## config.mk

```make
export PLATFORM = sky130hd
export DESIGN_NAME = cond_unit
export DESIGN_NICKNAME = d
export VERILOG_FILES = /design/src/rtl/cond_pkg.sv /design/src/rtl/cond_check.sv /design/src/rtl/cond_unit.sv
export SDC_FILE = /design/constraint.sdc
export NUM_CORES = 1
export LEC_CHECK = 0
export ABC_AREA = 0
export BUFFER_PORTS_ARGS = -buffer_cell sky130_fd_sc_hd__buf_2
export CAP_MARGIN = 10
export CORE_UTILIZATION = 45
export CTS_CLUSTER_SIZE = 24
export DETAILED_ROUTE_END_ITERATION = 10
export PLACE_DENSITY = 0.76
export SYNTH_ARGS = -nofsm -noshare
export SYNTH_HDL_FRONTEND = slang
export SYNTH_SLANG_ARGS = --single-unit
```

## constraint.sdc

```tcl
create_clock -name clk -period 2.5 [get_ports clk]
set_input_delay 0.5 -clock clk [delete_from_list [all_inputs] [get_ports clk]]
set_output_delay 0.5 -clock clk [all_outputs]
set_load 0.02 [all_outputs]
```

## src/rtl/cond_pkg.sv

```systemverilog
// cond_pkg: shared condition codes, NZCV bit positions and control bundle for the flag unit
package cond_pkg;
  localparam logic [3:0] COND_EQ = 4'b0000;
  localparam logic [3:0] COND_NE = 4'b0001;
  localparam logic [3:0] COND_CS = 4'b0010;
  localparam logic [3:0] COND_CC = 4'b0011;
  localparam logic [3:0] COND_MI = 4'b0100;
  localparam logic [3:0] COND_PL = 4'b0101;
  localparam logic [3:0] COND_VS = 4'b0110;
  localparam logic [3:0] COND_VC = 4'b0111;
  localparam logic [3:0] COND_HI = 4'b1000;
  localparam logic [3:0] COND_LS = 4'b1001;
  localparam logic [3:0] COND_GE = 4'b1010;
  localparam logic [3:0] COND_LT = 4'b1011;
  localparam logic [3:0] COND_GT = 4'b1100;
  localparam logic [3:0] COND_LE = 4'b1101;
  localparam logic [3:0] COND_AL = 4'b1110;
  localparam logic [3:0] COND_NV = 4'b1111;

  localparam int FLAG_N = 3;
  localparam int FLAG_Z = 2;
  localparam int FLAG_C = 1;
  localparam int FLAG_V = 0;

  localparam int FLAGW_NZ = 1;
  localparam int FLAGW_CV = 0;

  typedef struct packed {
    logic condex;
    logic pcsrc;
    logic regwrite;
    logic memwrite;
    logic commit;
    logic undef;
  } ctrl_t;
endpackage

```

## src/rtl/cond_check.sv

```systemverilog
// cond_check: combinational ARM condition-field evaluation against an NZCV value
module cond_check
  import cond_pkg::*;
(
  input  logic [3:0] Cond,
  input  logic [3:0] Flags,
  output logic       pass,
  output logic       undef
);
  logic n, z, c, v;
  assign n = Flags[FLAG_N];
  assign z = Flags[FLAG_Z];
  assign c = Flags[FLAG_C];
  assign v = Flags[FLAG_V];
  always_comb begin
    pass = 1'b0;
    case (Cond)
      COND_EQ: pass = z;
      COND_NE: pass = ~z;
      COND_CS: pass = c;
      COND_CC: pass = ~c;
      COND_MI: pass = n;
      COND_PL: pass = ~n;
      COND_VS: pass = v;
      COND_VC: pass = ~v;
      COND_HI: pass = c & ~z;
      COND_LS: pass = ~c | z;
      COND_GE: pass = n == v;
      COND_LT: pass = n != v;
      COND_GT: pass = ~z & (n == v);
      COND_LE: pass = z | (n != v);
      COND_AL: pass = 1'b1;
      default: pass = 1'b0;
    endcase
  end
  assign undef = Cond == COND_NV;
endmodule

```

## src/rtl/cond_unit.sv

```systemverilog
// cond_unit: NZCV flag register, condition check and registered gated write controls.
// Optional COND_PERF_CNT_EN adds exec_cnt/skip_cnt pass/fail counters.
module cond_unit
  import cond_pkg::*;
#(
  parameter logic [3:0] RESET_FLAGS = 4'b0000
`ifdef COND_PERF_CNT_EN
  , parameter int CNT_WIDTH = 16
`endif
) (
  input  logic       clk,
  input  logic       reset,
  input  logic       exec,
  input  logic       stall,
  input  logic [3:0] Cond,
  input  logic [3:0] ALUFlags,
  input  logic [1:0] FlagW,
  input  logic       PCS,
  input  logic       RegW,
  input  logic       MemW,
  input  logic       NoWrite,
  output logic [3:0] Flags,
  output logic       CondEx,
  output logic       PCSrc,
  output logic       RegWrite,
  output logic       MemWrite,
  output logic       commit,
  output logic       cond_undef
`ifdef COND_PERF_CNT_EN
  , output logic [CNT_WIDTH-1:0] exec_cnt
  , output logic [CNT_WIDTH-1:0] skip_cnt
`endif
);
  logic pass, undef;
  logic upd_nz, upd_cv;
  logic [3:0] flags_d;
  ctrl_t ctrl_q, ctrl_d;
  cond_check u_check (
    .Cond  (Cond),
    .Flags (Flags),
    .pass  (pass),
    .undef (undef)
  );
  // pass comes from the registered flags, so a failed condition can never update them
  assign upd_nz = exec & pass & FlagW[FLAGW_NZ];
  assign upd_cv = exec & pass & FlagW[FLAGW_CV];
  always_comb begin
    flags_d = Flags;
    flags_d[FLAG_N:FLAG_Z] = upd_nz ? ALUFlags[FLAG_N:FLAG_Z] : Flags[FLAG_N:FLAG_Z];
    flags_d[FLAG_C:FLAG_V] = upd_cv ? ALUFlags[FLAG_C:FLAG_V] : Flags[FLAG_C:FLAG_V];
    ctrl_d = '0;
    ctrl_d.condex = exec ? pass : ctrl_q.condex;
    ctrl_d.pcsrc = exec & PCS & pass;
    ctrl_d.regwrite = exec & RegW & ~NoWrite & pass;
    ctrl_d.memwrite = exec & MemW & pass;
    ctrl_d.commit = exec;
    ctrl_d.undef = exec & undef;
  end
  always_ff @(posedge clk or posedge reset) begin
    if (reset) begin
      Flags <= RESET_FLAGS;
      ctrl_q <= '0;
    end else if (!stall) begin
      Flags <= flags_d;
      ctrl_q <= ctrl_d;
    end
  end
  assign CondEx = ctrl_q.condex;
  assign PCSrc = ctrl_q.pcsrc;
  assign RegWrite = ctrl_q.regwrite;
  assign MemWrite = ctrl_q.memwrite;
  assign commit = ctrl_q.commit;
  assign cond_undef = ctrl_q.undef;
`ifdef COND_PERF_CNT_EN
  always_ff @(posedge clk or posedge reset) begin
    if (reset) begin
      exec_cnt <= '0;
      skip_cnt <= '0;
    end else if (!stall && exec) begin
      if (pass) exec_cnt <= exec_cnt + CNT_WIDTH'(1);
      else skip_cnt <= skip_cnt + CNT_WIDTH'(1);
    end
  end
`endif
endmodule

```

==> results of run 1 <==
==> power breakdown <==
group	total [uW]	switching [uW]	leakage (uW)	internal (uW)
Clock	143	54.3	0.0000210	88.2
Sequential	269	62.3	0.000128	206
Combinational	273	147	0.000246	126
Total	684	263	0.000395	421
==> logic make-up after synthesis <==
group,share of synthesized area
buffers and inverters,0.0623
AO/OA/AOI/OAI,0.189
AND/OR/NAND/NOR,0.218
flip-flops,0.389
multiplexers,0.101
XOR/XNOR,0.0409
==> area by class of cell <==
class / instances / area share
clock buffers: 4 / 0.0447
inverters: 5 / 0.0231
multi-input cells: 47 / 0.435
flip-flops and latches: 10 / 0.308
well taps: 15 / 0.0231
repair buffers: 27 / 0.166
==> registers in the layout (all words and copies together) (netlist names) <==
signal      flops
PCSrc           1
commit          1
CondEx          1
Flags           4
MemWrite        1
RegWrite        1
cond_undef      1
==> synthesized netlist by cell type <==
master      n  area [sq um]
a211oi_1    2          15.0
a21o_1      1          7.51
a22o_1      2          17.5
a31oi_1     4          25.0
a32o_1      1          10.0
and2_1      1          6.26
buf_2       2          10.0
buf_6       1          11.3
dfrtp_1    10           250
inv_1       5          18.8
mux2_1      4          45.0
mux2i_1     2          20.0
nand2_1     6          22.5
nand2b_1    4          25.0
nand3_1     1          5.00
nand3b_1    1          7.51
nand4_1     1          6.26
nand4b_1    2          17.5
nand4bb_1   1          11.3
nor2_1      1          3.75
nor2b_1     1          6.26
nor3_2      1          10.0
nor4b_1     1          8.76
o21ai_0     3          15.0
o22ai_1     1          6.26
o311ai_2    1          16.3
o41ai_1     1          8.76
or4b_1      1          10.0
xnor2_1     3          26.3
==> per-stage QoR <==
stage               instance area (sq um)  hold WS, ns  cells   util
global route                          812        0.228    108  0.616
CTS                                   812        0.206    108  0.616
detailed placement                    776        0.468    104  0.589
floorplan                             643        0.340     65      -
finish                                812        0.199    108  0.616
global placement                      776        0.463    104  0.589
==> critical path: stages, from the launching register on <==
cell      delay, ns
dfrtp_1        0.45
or4b_1         0.56
nor3_2         0.12
a211oi_1       0.09
a31oi_1        0.30
mux2_1         0.36
==> path summary, 6_finish.rpt <==
check	startpoint	endpoint	slack (ns)	depth (start not counted)
setup / recovery	Flags[3]	Flags[0]	0.50	5
max in group asynchronous	reset	MemWrite	2.04	2
hold reg to reg	CondEx	CondEx	0.48	1
setup reg to reg	Flags[3]	Flags[0]	0.50	5
hold / removal	reset	Flags[1]	0.20	2
min in group clk	PCS	PCSrc	0.45	2
==> per-layer routing <==
layer  share of wire  wire length, um
met2            0.47              666
met3           0.047               67
met4          0.0057                8
met1            0.47              669
met5               0                0
==> out/qor.yml, run 1 <==
die_w_um: 39.8
worstPathRequired_ns: 2.64
clock_latency_ns: 0.25
synth_seq_area_share: 0.389
syn_avg_cell_area_sq_um: 9.89
place_ws_ns: 0.339
dieArea_sq_um: 1580
busiest_layer: "met2"
start_util: 0.488
grt_use_met3: 0.0170
period_share: 0.800
hp-class: "in -> async"
ys_warn_count: 0
dieHeight_um: 39.8
syn_nets: 83
cts_buffers: 3
multiInputGateArea_sq_um: 353
use_met2: 0.311
n_antenna_cell: 0
hold_buffers: 0
fillers: 118
fmaxAchievable_mhz: 500
use_met1: 0.277
synth_seq_cells: 10
rsz0062_at_grt: "no"
clockBufferDepth: 2
p_total_uw: 684
ant_nets: 0
syn_area_sq_um: 643
tritoncts: "yes"
power_density_nw_per_um2: 843
peakVddDrop_mv: 0.552
synth.distinct_cells: 29
grt_pass1_vias: 507
path_max_fanout: 7
htreeDepth: 1
hold_viol: 0
setup_ws_ns: 0.501
crit_path_start_kind: "flop"
drive_above_1_share: 0.355
via_per_inst: 5.63
layout_common_cells: "buf_2, dfrtp_1, nand2_1"
slew_headroom: 0.728
seq_area_sq_um: 250
cts_setup_buffers: 0
numClockSinks: 10
drc: 0
clkTransAtPathRegs_ns: 0.07
first_pass_iters: 4
grt_pass1_wl_mm: 2.12
drt_iter0_markers: 8
syn_inst: 65
grt_remaining_overflow: 0
io_buffers: 27
slew_violations: 0
ios: 28
grt_antenna_before_repair: 0
final_nets: 112
worst_pin_slew_ns: 0.407
num_rows: 13
cp.arrival_ns: 2.14
setup_viol: 0
outcome: "complete, no violations"
leakage_uw: 0.000395
routedWlPerCell_um: 13.1
fin_setup_tns_ns: 0
max_cap_viol_count: 0
track_usage: 0.199
dpl.hpwl_mm: 1.04
final_common_cell: "buf_2"
coreArea_sq_um: 1320
crit_type: "reg -> reg"
ctsResizeCount: 0
finalWeightedCongestion: 0.783
finalCriticalPeriod_ns: 2.00
grt_max_degree: 14
skew_ns: 0.000257
end_kind: "flop"
finalWirelength_mm: 1.41
num_vias: 608
area_delta_synth_final_pct: 26.3
root_buffer: "clkbuf_4"
Power figures use the tool's default switching activity.
==> run 2: changes to the inputs <==
clock period = 1.85 ns   (was 2.5 ns; I/O delays follow)
==> out/qor.yml, run 2 (same netlist as run 1, synthesis figures left out) <==
outcome: "finished with violations"
violations: "setup timing"
path_max_fanout: 3  # -4
worst_pin_slew_ns: 0.412  # +0.00524 ns
critical_path.cell_chain: "or4b_4 > nor3_4 > a211oi_2 > a31oi_2 > mux2_1"
n_antenna_cell: 0  # unchanged
cts_setup_buffers: 0  # unchanged
p_total_uw: 1020  # +49%
final_common_cell: "buf_2"
finalCriticalPeriod_ns: 1.89  # -0.110 ns
timing.rr.end: "Flags[1]"
rrSetupSlack_ns: -0.04  # -0.54 ns
grt_pass1_wl_mm: 2.40  # +13%
leakage_uw: 0.000443  # +12%
drc: 0  # unchanged
setup_viol: 5  # +5
htreeDepth: 1  # unchanged
dieHeight_um: 39.8  # unchanged
worstPathRequired_ns: 2.01  # -0.63 ns
cp.arrival_ns: 2.05  # -0.09 ns
power_density_nw_per_um2: 1110  # +32%
grt_antenna_before_repair: 0  # unchanged
grt_max_degree: 14  # unchanged
max_cap_viol_count: 0  # unchanged
path_delay_family: "simple AND/OR/NAND/NOR gates"
num_vias: 631  # +3.8%
dieArea_sq_um: 1580  # unchanged
slew_violations: 0  # unchanged
fillers: 107  # -9.3%
drive_above_1_share: 0.495  # +0.140
cp_slowest_stage_delay_ns: 0.53  # -0.03 ns
finalWirelength_mm: 1.51  # +7.2%
final_nets: 120  # +7.1%
cts_buffers: 3  # unchanged
numClockSinks: 10  # unchanged
placed_area_sq_um: 838  # +8.1%
first_pass_iters: 4  # unchanged
area_delta_synth_final_pct: 42.6
root_buffer: "clkbuf_4"
dpl.hpwl_mm: 1.11  # +6.4%
clock_latency_ns: 0.27  # +0.02 ns
clockBufferDepth: 2  # unchanged
ios: 28  # unchanged
place_ws_ns: -0.118  # -0.457 ns
fin_area_sq_um: 917  # +13%
coreArea_sq_um: 1320  # unchanged
drt_iter0_markers: 8  # unchanged
top_register: "Flags"
routedWlPerCell_um: 13.0  # -0.17%
clkTransAtPathRegs_ns: 0.06  # about the same
period_share: 1.02  # +0.222
skew_ns: 0.00125  # +0.000996 ns
largest_register_ffs: 4  # unchanged
crit_type: "reg -> reg"
setup_ws_ns: -0.0395  # -0.540 ns
hp-class: "in -> async"
start_util: 0.488  # unchanged
fmaxAchievable_mhz: 529  # +5.8%
io_buffers: 27  # unchanged
critPathSlowestCell: "or4b_4"
grt_remaining_overflow: 0  # unchanged
finalWeightedCongestion: 0.805  # +2.9%
startpoint: "Flags[0]"
track_usage: 0.235  # +0.0363
hold_viol: 0  # unchanged
reg2reg_depth: 5  # unchanged
layout_common_cells: "buf_2, dfrtp_1, buf_4"
crit_path_start_kind: "flop"
peakVddDrop_mv: 0.826  # +50%
ant_nets: 0  # unchanged
die_w_um: 39.8  # unchanged
end_kind: "flop"
tritoncts: "yes"
via_per_inst: 5.44  # -3.4%
path_buf_inv: 0  # unchanged
num_rows: 13  # unchanged
slew_headroom: 0.724  # -0.00351
r2r-start: "Flags[0]"
grt_pass1_vias: 573  # +13%
rsz0062_at_grt: "yes"
[run 2: changes by cell type in the layout (fill, tap and decap cells not counted), moves of 2 or more]
cell	previous run	this run
dfrtp_1	10	8
mux2_4	0	2
dfrtp_2	0	2
buf_4	0	7
a31oi_1	4	1
a31oi_2	0	3
mux2_1	4	2
[run 2: through the flow]
step / util / TNS (ns) / instances / hold slack (ns)
after global placement: 0.636 / -0.237 / 112 / 0.354
after global routing: 0.696 / -0.488 / 116 / 0.0903
after CTS: 0.675 / -0.0563 / 116 / 0.0594
after detailed placement: 0.636 / -0.397 / 112 / 0.360
after floorplan: - / -0.117 / 65 / 0.210
final: 0.696 / -0.108 / 116 / 0.0642
[run 2: area by class of cell]
class / instances / area [sq um] / area share
multi-input combinational: 47 / 402 / 0.438
sequential: 10 / 253 / 0.276
timing repair buffer: 35 / 199 / 0.217
clock buffer: 4 / 26.3 / 0.0286
inverter: 5 / 18.8 / 0.0205
tap: 15 / 18.8 / 0.0205
[run 2: worst reg2reg max path, stage by stage (launching register included)]
cell      delay, ns
dfrtp_2        0.42
or4b_4         0.53
nor3_4         0.13
a211oi_2       0.09
a31oi_2        0.26
mux2_1         0.35
[run 2: where the power goes]
group | internal [uW] | total, uW | switching [uW]
combinational | 252 | 512 | 261
sequential | 283 | 347 | 63.6
clock | 83.6 | 161 | 77.9
[run 2: repair_timing]
item | 4_1_cts | 5_1_grt
endpoints found under the setup margin | 5 | 5
resized for setup | 4 | 6
endpoints found under the hold margin | 0 | 0
hold buffers | 0 | 0
pin swaps | 3 | 2
cloned | 0 | 0
[run 2: worst max path at each step]
stage | to | slack, ns | cells after the start
CTS | Flags[0] | -0.02 | 5
global placement | Flags[1] | -0.08 | 7
finish | Flags[1] | -0.04 | 5
floorplan | Flags[0] | -0.03 | 5
detailed placement | Flags[0] | -0.12 | 6
global route | Flags[3] | -0.11 | 5
[run 2: routing by layer]
layer,routed length [um],track usage,share of wire,up-vias
li1,-,-,-,314
met1,662,0.296,0.44,297
met2,731,0.361,0.48,18
met3,102,0.108,0.067,2
met4,17,0.0517,0.011,0
met5,0,0,0,-
==> run 3: changes to the inputs <==
CORE_UTILIZATION = 44   (was 45)
SYNTH_HIERARCHICAL = 1   (was default)
==> out/qor.yml, run 3 <==
synth_seq_area_share: 0.408  # +0.0191
clock_latency_ns: 0.26  # about the same
worstPathRequired_ns: 1.99  # -0.02 ns
start_util: 0.471  # -0.0170
via_per_inst: 5.28  # -2.9%
top_register: "Flags"
postSynth.asyncResetShare: 1.00  # unchanged
layout_common_cells: "buf_2, buf_4, dfrtp_1"
numClockSinks: 10  # unchanged
switching_share: 0.348  # -0.0457
area_delta_synth_final_pct: 44.7
yosysTopAreaCell: "dfrtp_1"
track_usage: 0.216  # -0.0190
r2r-start: "Flags[3]"
finalCriticalPeriod_ns: 1.92  # +0.0327 ns
syn_nets: 79  # -4.8%
violations: "setup timing"
synth_top_family_by_area: "simple AND/OR/NAND/NOR gates"
ant_nets: 0  # unchanged
syn_area_sq_um: 613  # -4.7%
n_antenna_cell: 0  # unchanged
pwr-share-seq: 0.325  # -0.015
die_w_um: 39.3  # -1.2%
grt_pass1_wl_mm: 2.24  # -6.9%
grt_pass1_vias: 561  # -2.1%
slew_violations: 0  # unchanged
ys_warn_count: 6  # +6
grt_remaining_overflow: 0  # unchanged
dpl.hpwl_mm: 1.16  # +4.8%
worst_pin_slew_ns: 0.398  # -0.0143 ns
p_clk_frac: 0.198  # +0.040
cp.arrival_ns: 2.07  # +0.02 ns
final_common_cell: "buf_2"
io_buffers: 27  # unchanged
timing.rr.end: "Flags[3]"
synthTopCellsByCount: "dfrtp_1, nand2_1, mux2_1"
synth_most_common_cell: "dfrtp_1"
end_kind: "flop"
drt_iter0_markers: 12  # +4
synth_top_area_share: 0.408  # +0.0191
hold_viol: 0  # unchanged
leakage_uw: 0.000455  # +2.8%
crit_path_start_kind: "flop"
peakVddDrop_mv: 0.805  # -2.5%
synth-adder-area-share: 0  # unchanged
fin_area_sq_um: 887  # -3.3%
p_int_uw: 641  # +3.6%
synth_seq_cells: 10  # unchanged
crit_type: "reg -> reg"
fin_setup_tns_ns: -0.275  # -0.167 ns
netSwitchingPower_uw: 342  # -15%
first_pass_iters: 4  # unchanged
yosys-top-cells-area: "dfrtp_1, mux2_1, nand4b_1"
synth_edf_count: 0  # unchanged
slew_headroom: 0.735  # +0.0105
num_vias: 613  # -2.9%
reg2reg_depth: 6  # +1
grt_max_degree: 12  # -2
multiInputGateArea_sq_um: 349  # -13%
num_rows: 13  # unchanged
synthSimpleGateAreaFrac: 0.216  # -0.00157
synth.distinct_cells: 29  # unchanged
skew_ns: 0.00283  # +0.00157 ns
root_buffer: "clkbuf_4"
setup_viol: 4  # -1
synthFlopType: "dfrtp_1"
largest_register_ffs: 4  # unchanged
seq_area_sq_um: 254  # +0.50%
finalWirelength_mm: 1.49  # -1.6%
syn_inst: 61  # -6.2%
syn_avg_cell_area_sq_um: 10.1  # +1.6%
cts_buffers: 3  # unchanged
drive_above_1_share: 0.515  # +0.0198
hp-class: "in -> async"
drc: 0  # unchanged
period_share: 1.04  # +0.0177
ios: 28  # unchanged
placed_area_sq_um: 825  # -1.6%
rrSetupSlack_ns: -0.07  # -0.03 ns
power_density_nw_per_um2: 1110  # -0.42%
synth_compound_area_frac: 0.178  # -0.0112
rsz0062_at_grt: "yes"
coreArea_sq_um: 1300  # -1.2%
clockBufferDepth: 2  # unchanged
grt_antenna_before_repair: 0  # unchanged
setup_ws_ns: -0.0722  # -0.0327 ns
dieArea_sq_um: 1550  # -2.4%
startpoint: "Flags[3]"
fmaxAchievable_mhz: 520  # -1.7%
hold_buffers: 0  # unchanged
routedWlPerCell_um: 12.8  # -1.6%
clkTransAtPathRegs_ns: 0.07  # about the same
final_nets: 120  # unchanged
dieHeight_um: 39.3  # -1.2%
outcome: "finished with violations"
max_cap_viol_count: 0  # unchanged
fillers: 116  # +8.4%
comb_power_share: 0.476  # -0.026
crit_path_end: "Flags[3]"
path_max_fanout: 4  # +1
htreeDepth: 1  # unchanged
synthMuxAreaShare: 0.116  # +0.0152
finalWeightedCongestion: 0.721  # -11%
tritoncts: "yes"
synthXorXnorAreaFrac: 0.0408  # about the same
[run 3: changes by cell type after synthesis, moves of 3 or more]
cell / delta
inv_1: -4
a31oi_1: -4
a21oi_1: +3
xnor2_1: -3
[run 3: final cells by class]
| class | count | area share |
|---|---|---|
| multi-input cells | 47 | 0.394 |
| clock buffers | 4 | 0.0409 |
| well taps | 15 | 0.0212 |
| repair buffers | 39 | 0.254 |
| flip-flops and latches | 10 | 0.286 |
| inverters | 1 | 0.00423 |
[run 3: worst max-delay path, cell delays in order, from the launching register on]
cell      delay (ns)
dfrtp_2         0.45
xnor2_2         0.20
o22ai_1         0.11
a211o_1         0.26
a211o_1         0.30
nand4b_1        0.17
mux2_4          0.32
[run 3: power groups by stage]
stage	clock network, uW	registers [uW]	logic (uW)
after floorplan	0	396	165
after global placement	0	321	414
after detailed placement	0	325	423
after CTS	200	320	469
after global routing	214	329	501
final	195	320	468
[run 3: worst min-delay path by stage]
stage / endpoint / slack, ns
finish: PCSrc / 0.08
global route: PCSrc / 0.1
CTS: RegWrite / 0.08
detailed placement: RegWrite / 0.37
global placement: RegWrite / 0.36
floorplan: CondEx / 0.21
[run 3: logic make-up after synthesis]
family	after synthesis
AO/OA/AOI/OAI	16
XOR/XNOR	2
buffers and inverters	4
flip-flops	10
multiplexers	6
AND/OR/NAND/NOR	23
[run 3: per-layer routing]
layer,part of all wire,up-vias,track usage
met5,0,-,0
met4,0.0040,0,0.0776
met3,0.054,2,0.0341
met2,0.48,23,0.400
met1,0.46,284,0.245
li1,-,304,-
[run 3: metrics by stage]
stage                     hold WS (ns)   util  setup slack (ns)  instances  total power (uW)
after floorplan                  0.210      -           -0.0866         61               561
after global placement           0.361  0.634            -0.142        110               735
after detailed placement         0.369  0.634            -0.190        110               747
after CTS                       0.0834  0.682           -0.0694        116               989
after global routing            0.0975  0.682            -0.135        116              1040
final                           0.0782  0.682           -0.0722        116               983
[run 3: repair_timing]
action	CTS	global route
pin swaps	3	0
resized for setup	3	0
endpoints found under the setup margin	4	4
setup buffers	2	0
hold endpoints to repair	0	0
